## src/rtl/axi_burst_splitter_ax_seq.sv

```systemverilog
// rtl/axi_burst_splitter_ax_seq.sv - splits one AXI address-channel burst into single-beat transactions
module axi_burst_splitter_ax_seq #(
    parameter int unsigned AddrWidth = 64,
    parameter int unsigned IdWidth   = 4
) (
    input  logic                 clk_i,
    input  logic                 rst_ni,
    input  logic [IdWidth-1:0]   slv_ax_id_i,
    input  logic [AddrWidth-1:0] slv_ax_addr_i,
    input  logic [7:0]           slv_ax_len_i,
    input  logic [2:0]           slv_ax_size_i,
    input  logic [1:0]           slv_ax_burst_i,
    input  logic                 slv_ax_valid_i,
    output logic                 slv_ax_ready_o,
    output logic [IdWidth-1:0]   mst_ax_id_o,
    output logic [AddrWidth-1:0] mst_ax_addr_o,
    output logic [7:0]           mst_ax_len_o,
    output logic [2:0]           mst_ax_size_o,
    output logic [1:0]           mst_ax_burst_o,
    output logic                 mst_ax_valid_o,
    input  logic                 mst_ax_ready_i,
    output logic [IdWidth-1:0]   cnt_alloc_id_o,
    output logic [7:0]           cnt_alloc_len_o,
    output logic                 cnt_alloc_req_o,
    input  logic                 cnt_alloc_gnt_i
);

    localparam logic [AddrWidth-1:0] One = AddrWidth'(1);

    typedef enum logic {
        IDLE,
        BUSY
    } state_t;

    state_t                 state_q, state_d;
    logic [IdWidth-1:0]     id_q;
    logic [AddrWidth-1:0]   addr_q;
    logic [7:0]             len_q;
    logic [2:0]             size_q;
    logic [1:0]             burst_q;
    logic [7:0]             rem_q;

    logic                   load;
    logic                   advance;
    logic [7:0]             len_fill;
    logic [AddrWidth-1:0]   bytes;
    logic [AddrWidth-1:0]   wrap_mask;
    logic [AddrWidth-1:0]   addr_next;

    // Next beat address; an illegal WRAP length is rounded up to the next power-of-two span
    always_comb begin
        bytes     = One << size_q;
        len_fill  = len_q | (len_q >> 1);
        len_fill  = len_fill | (len_fill >> 2);
        len_fill  = len_fill | (len_fill >> 4);
        wrap_mask = (AddrWidth'(len_fill) << size_q) | (bytes - One);
        case (burst_q)
            2'b00:   addr_next = addr_q;
            2'b10:   addr_next = (addr_q & ~wrap_mask) | ((addr_q + bytes) & wrap_mask);
            default: addr_next = (addr_q & ~(bytes - One)) + bytes;
        endcase
    end

    // Next-state and handshake decode; alloc and slave accept share one condition
    always_comb begin
        state_d         = state_q;
        slv_ax_ready_o  = 1'b0;
        cnt_alloc_req_o = 1'b0;
        mst_ax_valid_o  = 1'b0;
        load            = 1'b0;
        advance         = 1'b0;
        case (state_q)
            IDLE: begin
                cnt_alloc_req_o = slv_ax_valid_i;
                slv_ax_ready_o  = slv_ax_valid_i & cnt_alloc_gnt_i;
                if (slv_ax_valid_i && cnt_alloc_gnt_i) begin
                    load    = 1'b1;
                    state_d = BUSY;
                end
            end
            BUSY: begin
                mst_ax_valid_o = 1'b1;
                if (mst_ax_ready_i) begin
                    if (rem_q == 8'd0) begin
                        state_d = IDLE;
                    end else begin
                        advance = 1'b1;
                    end
                end
            end
            default: state_d = IDLE;
        endcase
    end

    // State and burst context registers; beat fields only move on a downstream handshake
    always_ff @(posedge clk_i or negedge rst_ni) begin
        if (!rst_ni) begin
            state_q <= IDLE;
            id_q    <= '0;
            addr_q  <= '0;
            len_q   <= '0;
            size_q  <= '0;
            burst_q <= '0;
            rem_q   <= '0;
        end else begin
            state_q <= state_d;
            if (load) begin
                id_q    <= slv_ax_id_i;
                addr_q  <= slv_ax_addr_i;
                len_q   <= slv_ax_len_i;
                size_q  <= slv_ax_size_i;
                burst_q <= slv_ax_burst_i;
                rem_q   <= slv_ax_len_i;
            end else if (advance) begin
                rem_q  <= rem_q - 8'd1;
                addr_q <= addr_next;
            end
        end
    end

    assign mst_ax_id_o     = id_q;
    assign mst_ax_addr_o   = addr_q;
    assign mst_ax_len_o    = 8'd0;
    assign mst_ax_size_o   = size_q;
    assign mst_ax_burst_o  = 2'b01;
    assign cnt_alloc_id_o  = slv_ax_id_i;
    assign cnt_alloc_len_o = slv_ax_len_i;

endmodule

```

## config.mk

```make
export PLATFORM = sky130hd
export DESIGN_NAME = axi_burst_splitter_ax_seq
export DESIGN_NICKNAME = d
export VERILOG_FILES = /design/src/rtl/axi_burst_splitter_ax_seq.sv
export SDC_FILE = /design/constraint.sdc
export NUM_CORES = 1
export LEC_CHECK = 0
export CORE_MARGIN = 2
export CORE_UTILIZATION = 38
export CTS_BUF_LIST = sky130_fd_sc_hd__clkbuf_4
export DETAILED_ROUTE_END_ITERATION = 16
export DONT_BUFFER_PORTS = 1
export PLACE_DENSITY = 0.55
export SYNTH_ARGS = -nofsm -noshare
export SYNTH_HDL_FRONTEND = slang
export SYNTH_SLANG_ARGS = --single-unit
```

## constraint.sdc

```tcl
create_clock -name clk_i -period 4.7 [get_ports clk_i]
set_input_delay 0.235 -clock clk_i [delete_from_list [all_inputs] [get_ports clk_i]]
set_output_delay 0.235 -clock clk_i [all_outputs]
set_load 0.01 [all_outputs]
```

==> results of run 1 <==
==> per-layer routing <==
metal | track usage [%] | vias to the layer above | wire length (µm)
li1 | - | 3343 | -
met1 | 34.6 | 3317 | 11100
met2 | 38.0 | 282 | 10900
met3 | 5.95 | 28 | 1850
met4 | 6.53 | 0 | 378
met5 | 0 | - | 0
==> Yosys cell counts, types with 4 or more instances <==
| cell | n |
|---|---|
| a211o_1 | 5 |
| a211oi_1 | 5 |
| a21boi_1 | 4 |
| a21o_1 | 11 |
| a21oi_1 | 53 |
| a22oi_1 | 7 |
| a31oi_1 | 14 |
| and2_1 | 8 |
| and3_1 | 11 |
| and4_1 | 4 |
| buf_1 | 5 |
| buf_2 | 5 |
| buf_4 | 22 |
| clkbuf_1 | 38 |
| dfrtp_1 | 90 |
| ha_1 | 14 |
| inv_1 | 25 |
| mux2i_1 | 9 |
| nand2_1 | 137 |
| nand2b_1 | 5 |
| nand3_1 | 35 |
| nand4_1 | 16 |
| nor2_1 | 67 |
| nor2b_1 | 8 |
| nor3_1 | 25 |
| nor4_1 | 18 |
| o211ai_1 | 22 |
| o21a_1 | 9 |
| o21ai_0 | 45 |
| o21ai_1 | 13 |
| o22ai_1 | 10 |
| o311ai_0 | 10 |
| o31ai_1 | 11 |
| or3_1 | 10 |
| or4_1 | 5 |
| xnor2_1 | 29 |
| xor2_1 | 10 |
==> layout make-up <==
cell class	instances	share of cell area, %
Tap cell	229	3.55
Clock inverter	4	0.650
Sequential cell	90	27.9
Clock buffer	12	1.12
Inverter	26	1.22
Multi-Input combinational cell	709	53.6
Timing Repair Buffer	99	11.9
Antenna cell	2	0.0619
==> metrics by stage <==
step	instance area, µm²	power, W
2_1_floorplan	7040	0.00360
3_3_place_gp	7110	0.00434
3_5_place_dp	7110	0.00436
4_1_cts	8070	0.00492
5_1_grt	8080	0.00534
6_report	8080	0.00494
==> cell families (layout without fill, tap and decap cells) <==
family | after synthesis | after routing | synth area share (%)
other cells | 2 | 12 | 0.107
mux | 10 | 10 | 1.45
flops | 90 | 90 | 32.1
buf+inv | 97 | 141 | 6.57
xor+xnor | 39 | 39 | 4.87
compound gates | 265 | 265 | 26.3
simple gates | 369 | 369 | 25.7
fa+ha+maj | 16 | 16 | 2.93
==> how the worst max path moves through the flow <==
stage / to / slack (ns) / depth (start not counted) / start
final: flip-flop / 0.93 / 11 / mst_ax_size_o[2]$_DFFE_PN0P_
after global routing: flip-flop / 0.62 / 11 / mst_ax_size_o[2]$_DFFE_PN0P_
after CTS: flip-flop / 1.01 / 11 / mst_ax_size_o[2]$_DFFE_PN0P_
after detailed placement: flip-flop / 1.02 / 11 / mst_ax_size_o[2]$_DFFE_PN0P_
after global placement: flip-flop / 1.14 / 11 / mst_ax_size_o[2]$_DFFE_PN0P_
after floorplan: flip-flop / 0.66 / 16 / mst_ax_size_o[1]$_DFFE_PN0P_
==> worst max-delay path, delay by kind of cell, from the launching register on <==
family	cells	cell delay [ns]
compound gates	4	1.31
simple gates	4	1.17
fa+ha+maj	2	0.59
flops	1	0.41
buf+inv	1	0.24
==> power by group <==
part / total (W) / switching [W] / internal, W / leakage, nW
logic: 0.00260 / 0.00156 / 0.00103 / 2.02
clock network: 0.000483 / 0.000301 / 0.000182 / 0.0815
registers: 0.00186 / 0.000725 / 0.00113 / 1.08
==> what timing repair did <==
| action | in CTS | in global routing |
|---|---|---|
| hold buffers | 80 | 0 |
| setup endpoints to repair | 0 | 0 |
| hold endpoints to repair | 176 | 0 |
==> flow_summary.toml, run 1 <==
[status]
status = "completed"

[route]
antenna_left = 0
dr.pass1.iters = 5
wl_per_cell_um = 20.7
drt-vias-per-instance = 5.95
wl_mm = 24.3
drc = 0
vias = 6970
drt_first_iter_violations = 495

[worst_setup_path]
path_class = "reg -> reg"
r2r-start = "mst_ax_size_o[2]$_DFFE_PN0P_"
cp-end-kind = "flip-flop"
max_stage_delay_ns = 0.67
arrival_ns = 4.22
crit_top_cell = "ha_1"
required_ns = 5.14
crit_path_max_fanout = 30
reg2reg_slack_ns = 0.93
slowest_stage = "a2111oi_2"
worstSetupStartpointType = "flip-flop"
worstPathCellList = "buf_4 > nor3_1 > ha_1 > ha_1 > a211o_1 > o2111ai_1 > a21o_1 > a2111oi_2 > nand2_1 > or3_1 > nand3_1"
r2r_cells = 11

[global_route]
track_usage_pct = 24.6
overflow = 0
grt_first_pass_wirelength_mm = 38.0
grt_pass1_vias = 6666
grt_max_degree = 91
antenna_found_initial = 1

[flow_run]
drv_cap = 0

[synth]
netlist_top_cells_area = "dfrtp_1 32%, nand2_1 7.3%, a21oi_1 3.8%"
netlist-cell-type-count = 82
avgSynthCellArea_um2 = 7.90
synth_ff_type = "dfrtp_1"
synth_edf_count = 0
synth_top_area_cell = "dfrtp_1"
ys_seq_area_share_pct = 32.1
synth_cells = 888
synth_warnings = 0
ys_ff_latch = 90
syn_area_um2 = 7010
synth_top_area_share_pct = 32.1
ys_async_sr_fraction_pct = 100

[placement]
gp_congestion = 0.879
port_buffers = 0
place_ws_ns = 1.02
dp.cells = 1073
hpwl_mm = 17.1

[layout]
regArea_um2 = 2250
final_cells = 1171
area_growth_syn_to_layout_pct = 15.2
n_fill_cell = 1863
drive_gt1_share_pct = 6.60
multi_input_area_um2 = 4330
final_common_cell = "nand2_1"
layout_common_cells = "136 x nand2_1, 90 x dfrtp_1, 79 x dlygate4sd3_1"
nets = 1036
final_core_util_pct = 44.8

[sta]
setup_tns_ns = 0
hold_ws_ns = 0.0426
finalSetupViolCount = 0
worst_pin_slew_ns = 0.937
finalMaxSlewViolations = 0
timing.fmax_mhz = 265
worst_slack_ns = 0.929
timing.final.crit_share_pct = 80.2
finalHoldViolations = 0
rsz0062_at_grt = "false"
finalClockSkew_ns = 0.0203
period_needed_ns = 3.77
slew_headroom_pct = 37.5

[die]
core_area_um2 = 18000
row_count = 49
die_x_um = 140
initial_core_util_pct = 38.9
dieArea_um2 = 19600
io_pins = 182
die_h_um = 140

[cts]
postCtsSetupBuffers = 0
cts_root_buffer = "clkbuf_4"
cts_sinks = 90
clk-insertion-delay-late_ns = 0.49
cts_resized = 0
htreeDepth = 3
clk_pin_slew_worst_paths_ns = 0.16
tritoncts = "yes"
cts_buffer_depth = 2
cts_buffers = 9

[power]
power.leakage_nw = 3.19
p_per_area_nw_per_um2 = 611
ir_drop_v = 0.000260

[min_path]
hold_path_class = "in -> reg"
hold_depth = 3
worstHoldStart = "slv_ax_addr_i[14]"
(Power assumes the default switching activity.)
==> inputs of run 2 (changes only) <==
- clock period: 4.7 -> 3.64 ns (I/O delays scaled with it)
==> run 2 against run 1 <==
Clock-buffer cell count is 2 lower. Clock power increased by 10%. Sequential power rose by 28%. Sequential share of layout area is 0.40 points lower. Largest cell class unchanged. Critical path depth up 1. Cell count grew 1.4%. Via count rose by 2.0%. Worst setup slack worse by 0.67 ns.
==> flow_summary.toml, run 2 (synthesized netlist as in run 1, its figures left out) <==
[sta]
slew_headroom_pct = 30.1
finalClockSkew_ns = 0.0184
setup_tns_ns = 0
timing.final.crit_share_pct = 92.9
worst_slack_ns = 0.257
worst_pin_slew_ns = 1.04
finalMaxSlewViolations = 0
finalHoldViolations = 0
period_needed_ns = 3.38
rsz0062_at_grt = "false"
timing.fmax_mhz = 296
finalSetupViolCount = 0

[route]
drc = 0
drt-vias-per-instance = 5.99
antenna_left = 0
dr.pass1.iters = 7
vias = 7110
wl_per_cell_um = 20.5
drt_first_iter_violations = 633
wl_mm = 24.3

[cts]
clk-insertion-delay-late_ns = 0.49
postCtsSetupBuffers = 0
cts_buffer_depth = 2
cts_root_buffer = "clkbuf_4"
tritoncts = "yes"
clk_pin_slew_worst_paths_ns = 0.15
cts_buffers = 9
htreeDepth = 3
cts_sinks = 90

[worst_setup_path]
r2r-start = "mst_ax_size_o[2]$_DFFE_PN0P_"
worstSetupStartpointType = "flip-flop"
arrival_ns = 3.76
r2r_cells = 12
crit_family = "simple AND/OR/NAND/NOR gates"
slowest_stage = "or4_1"
path_class = "reg -> reg"
crit_path_max_fanout = 7
cp-end-kind = "flip-flop"
reg2reg_slack_ns = 0.26
max_stage_delay_ns = 0.70
required_ns = 4.02
worstPathCellList = "nand2_1 > nor2_4 > inv_1 > ha_1 > and2_1 > ha_2 > o21ai_4 > a2111oi_4 > o21ai_2 > or4_1 > o211ai_2 > o311ai_2"
crit_buf_inv = 1

[layout]
nets = 1053
layout_common_cells = "136 x nand2_1, 89 x dfrtp_1, 82 x dlygate4sd3_1"
area_growth_syn_to_layout_pct = 16.9
final_cell_area_um2 = 8200
regArea_um2 = 2250
multi_input_area_um2 = 4350
final_common_cell = "nand2_1"
drive_gt1_share_pct = 8.15
final_core_util_pct = 45.5
n_fill_cell = 1839

[min_path]
hold_depth = 4
hold_path_class = "in -> reg"
worstHoldStart = "slv_ax_addr_i[9]"

[placement]
port_buffers = 0
hpwl_mm = 17.5
gp_congestion = 0.875
place_ws_ns = 0.288
placed_area_um2 = 7240

[die]
initial_core_util_pct = 38.9
dieArea_um2 = 19600
row_count = 49
die_h_um = 140
core_area_um2 = 18000
die_x_um = 140
io_pins = 182

[global_route]
grt_first_pass_wirelength_mm = 38.6
grt_max_degree = 91
grt_pass1_vias = 6817
track_usage_pct = 24.9
overflow = 0
antenna_found_initial = 1

[status]
status = "completed"

[flow_run]
drv_cap = 0

[power]
power.leakage_nw = 3.25
p_per_area_nw_per_um2 = 782
report.power.total_w = 0.00641
ir_drop_v = 0.000296
run 2: cell types whose count changed in the layout (fill, tap and decap cells not counted), sizes merged:
| cell | before | now |
|---|---|---|
| diode | 2 | 1 |
| bufinv | 1 | 0 |
| clkinvlp | 0 | 1 |
| clkinv | 5 | 7 |
| buf | 20 | 34 |
| clkbuf | 12 | 10 |
| dlygate4sd3 | 79 | 82 |
run 2: worst reg2reg max path, stage by stage (launching register included):
cell,delay (ns)
dfrtp_1,0.43
nand2_1,0.17
nor2_4,0.17
inv_1,0.06
ha_1,0.30
and2_1,0.15
ha_2,0.41
o21ai_4,0.13
a2111oi_4,0.29
o21ai_2,0.14
or4_1,0.70
o211ai_2,0.23
o311ai_2,0.11
run 2: metrics by stage:
| step | cells | hold WS (ns) |
|---|---|---|
| final | 1187 | 0.0426 |
| after global routing | 1187 | 0.0552 |
| after CTS | 1186 | 0.0134 |
| after detailed placement | 1087 | -0.110 |
| after global placement | 1087 | -0.109 |
| after floorplan | 896 | -0.114 |
run 2: layer usage:
metal / vias to the layer above / track usage (%) / part of all wire, %
li1: 3379 / - / -
met1: 3403 / 35.7 / 47
met2: 300 / 37.7 / 44
met3: 28 / 5.88 / 7.9
met4: 0 / 6.32 / 1.6
met5: - / 0 / 0
run 2: worst max path at each step:
stage | slack (ns) | end | cells past startpoint | from
after floorplan | 0.04 | flip-flop | 16 | mst_ax_size_o[1]$_DFFE_PN0P_
after global placement | 0.39 | flip-flop | 11 | mst_ax_size_o[2]$_DFFE_PN0P_
after detailed placement | 0.29 | flip-flop | 11 | mst_ax_size_o[2]$_DFFE_PN0P_
after CTS | 0.25 | flip-flop | 11 | mst_ax_size_o[2]$_DFFE_PN0P_
after global routing | 0.02 | flip-flop | 12 | mst_ax_size_o[2]$_DFFE_PN0P_
final | 0.26 | flip-flop | 12 | mst_ax_size_o[2]$_DFFE_PN0P_
run 2: power breakdown:
group	switching, W	leakage (nW)	internal, W
clock	0.000389	0.0612	0.000143
sequential	0.000916	1.08	0.00146
combinational	0.00210	2.11	0.00140
total	0.00340	3.25	0.00301
run 2: area by class of cell:
class	count	area share, %
inverters	26	1.21
flip-flops and latches	90	27.5
multi-input cells	709	53.1
clock inverters	6	0.412
repair buffers	116	13.4
well taps	229	3.49
clock buffers	10	0.915
diodes	1	0.0305
run 2: what timing repair did:
item                                   in CTS  in global routing
gates resized for setup                     0                  2
setup endpoints to repair                   0                  3
hold buffers                               83                  0
endpoints found under the hold margin     179                  0
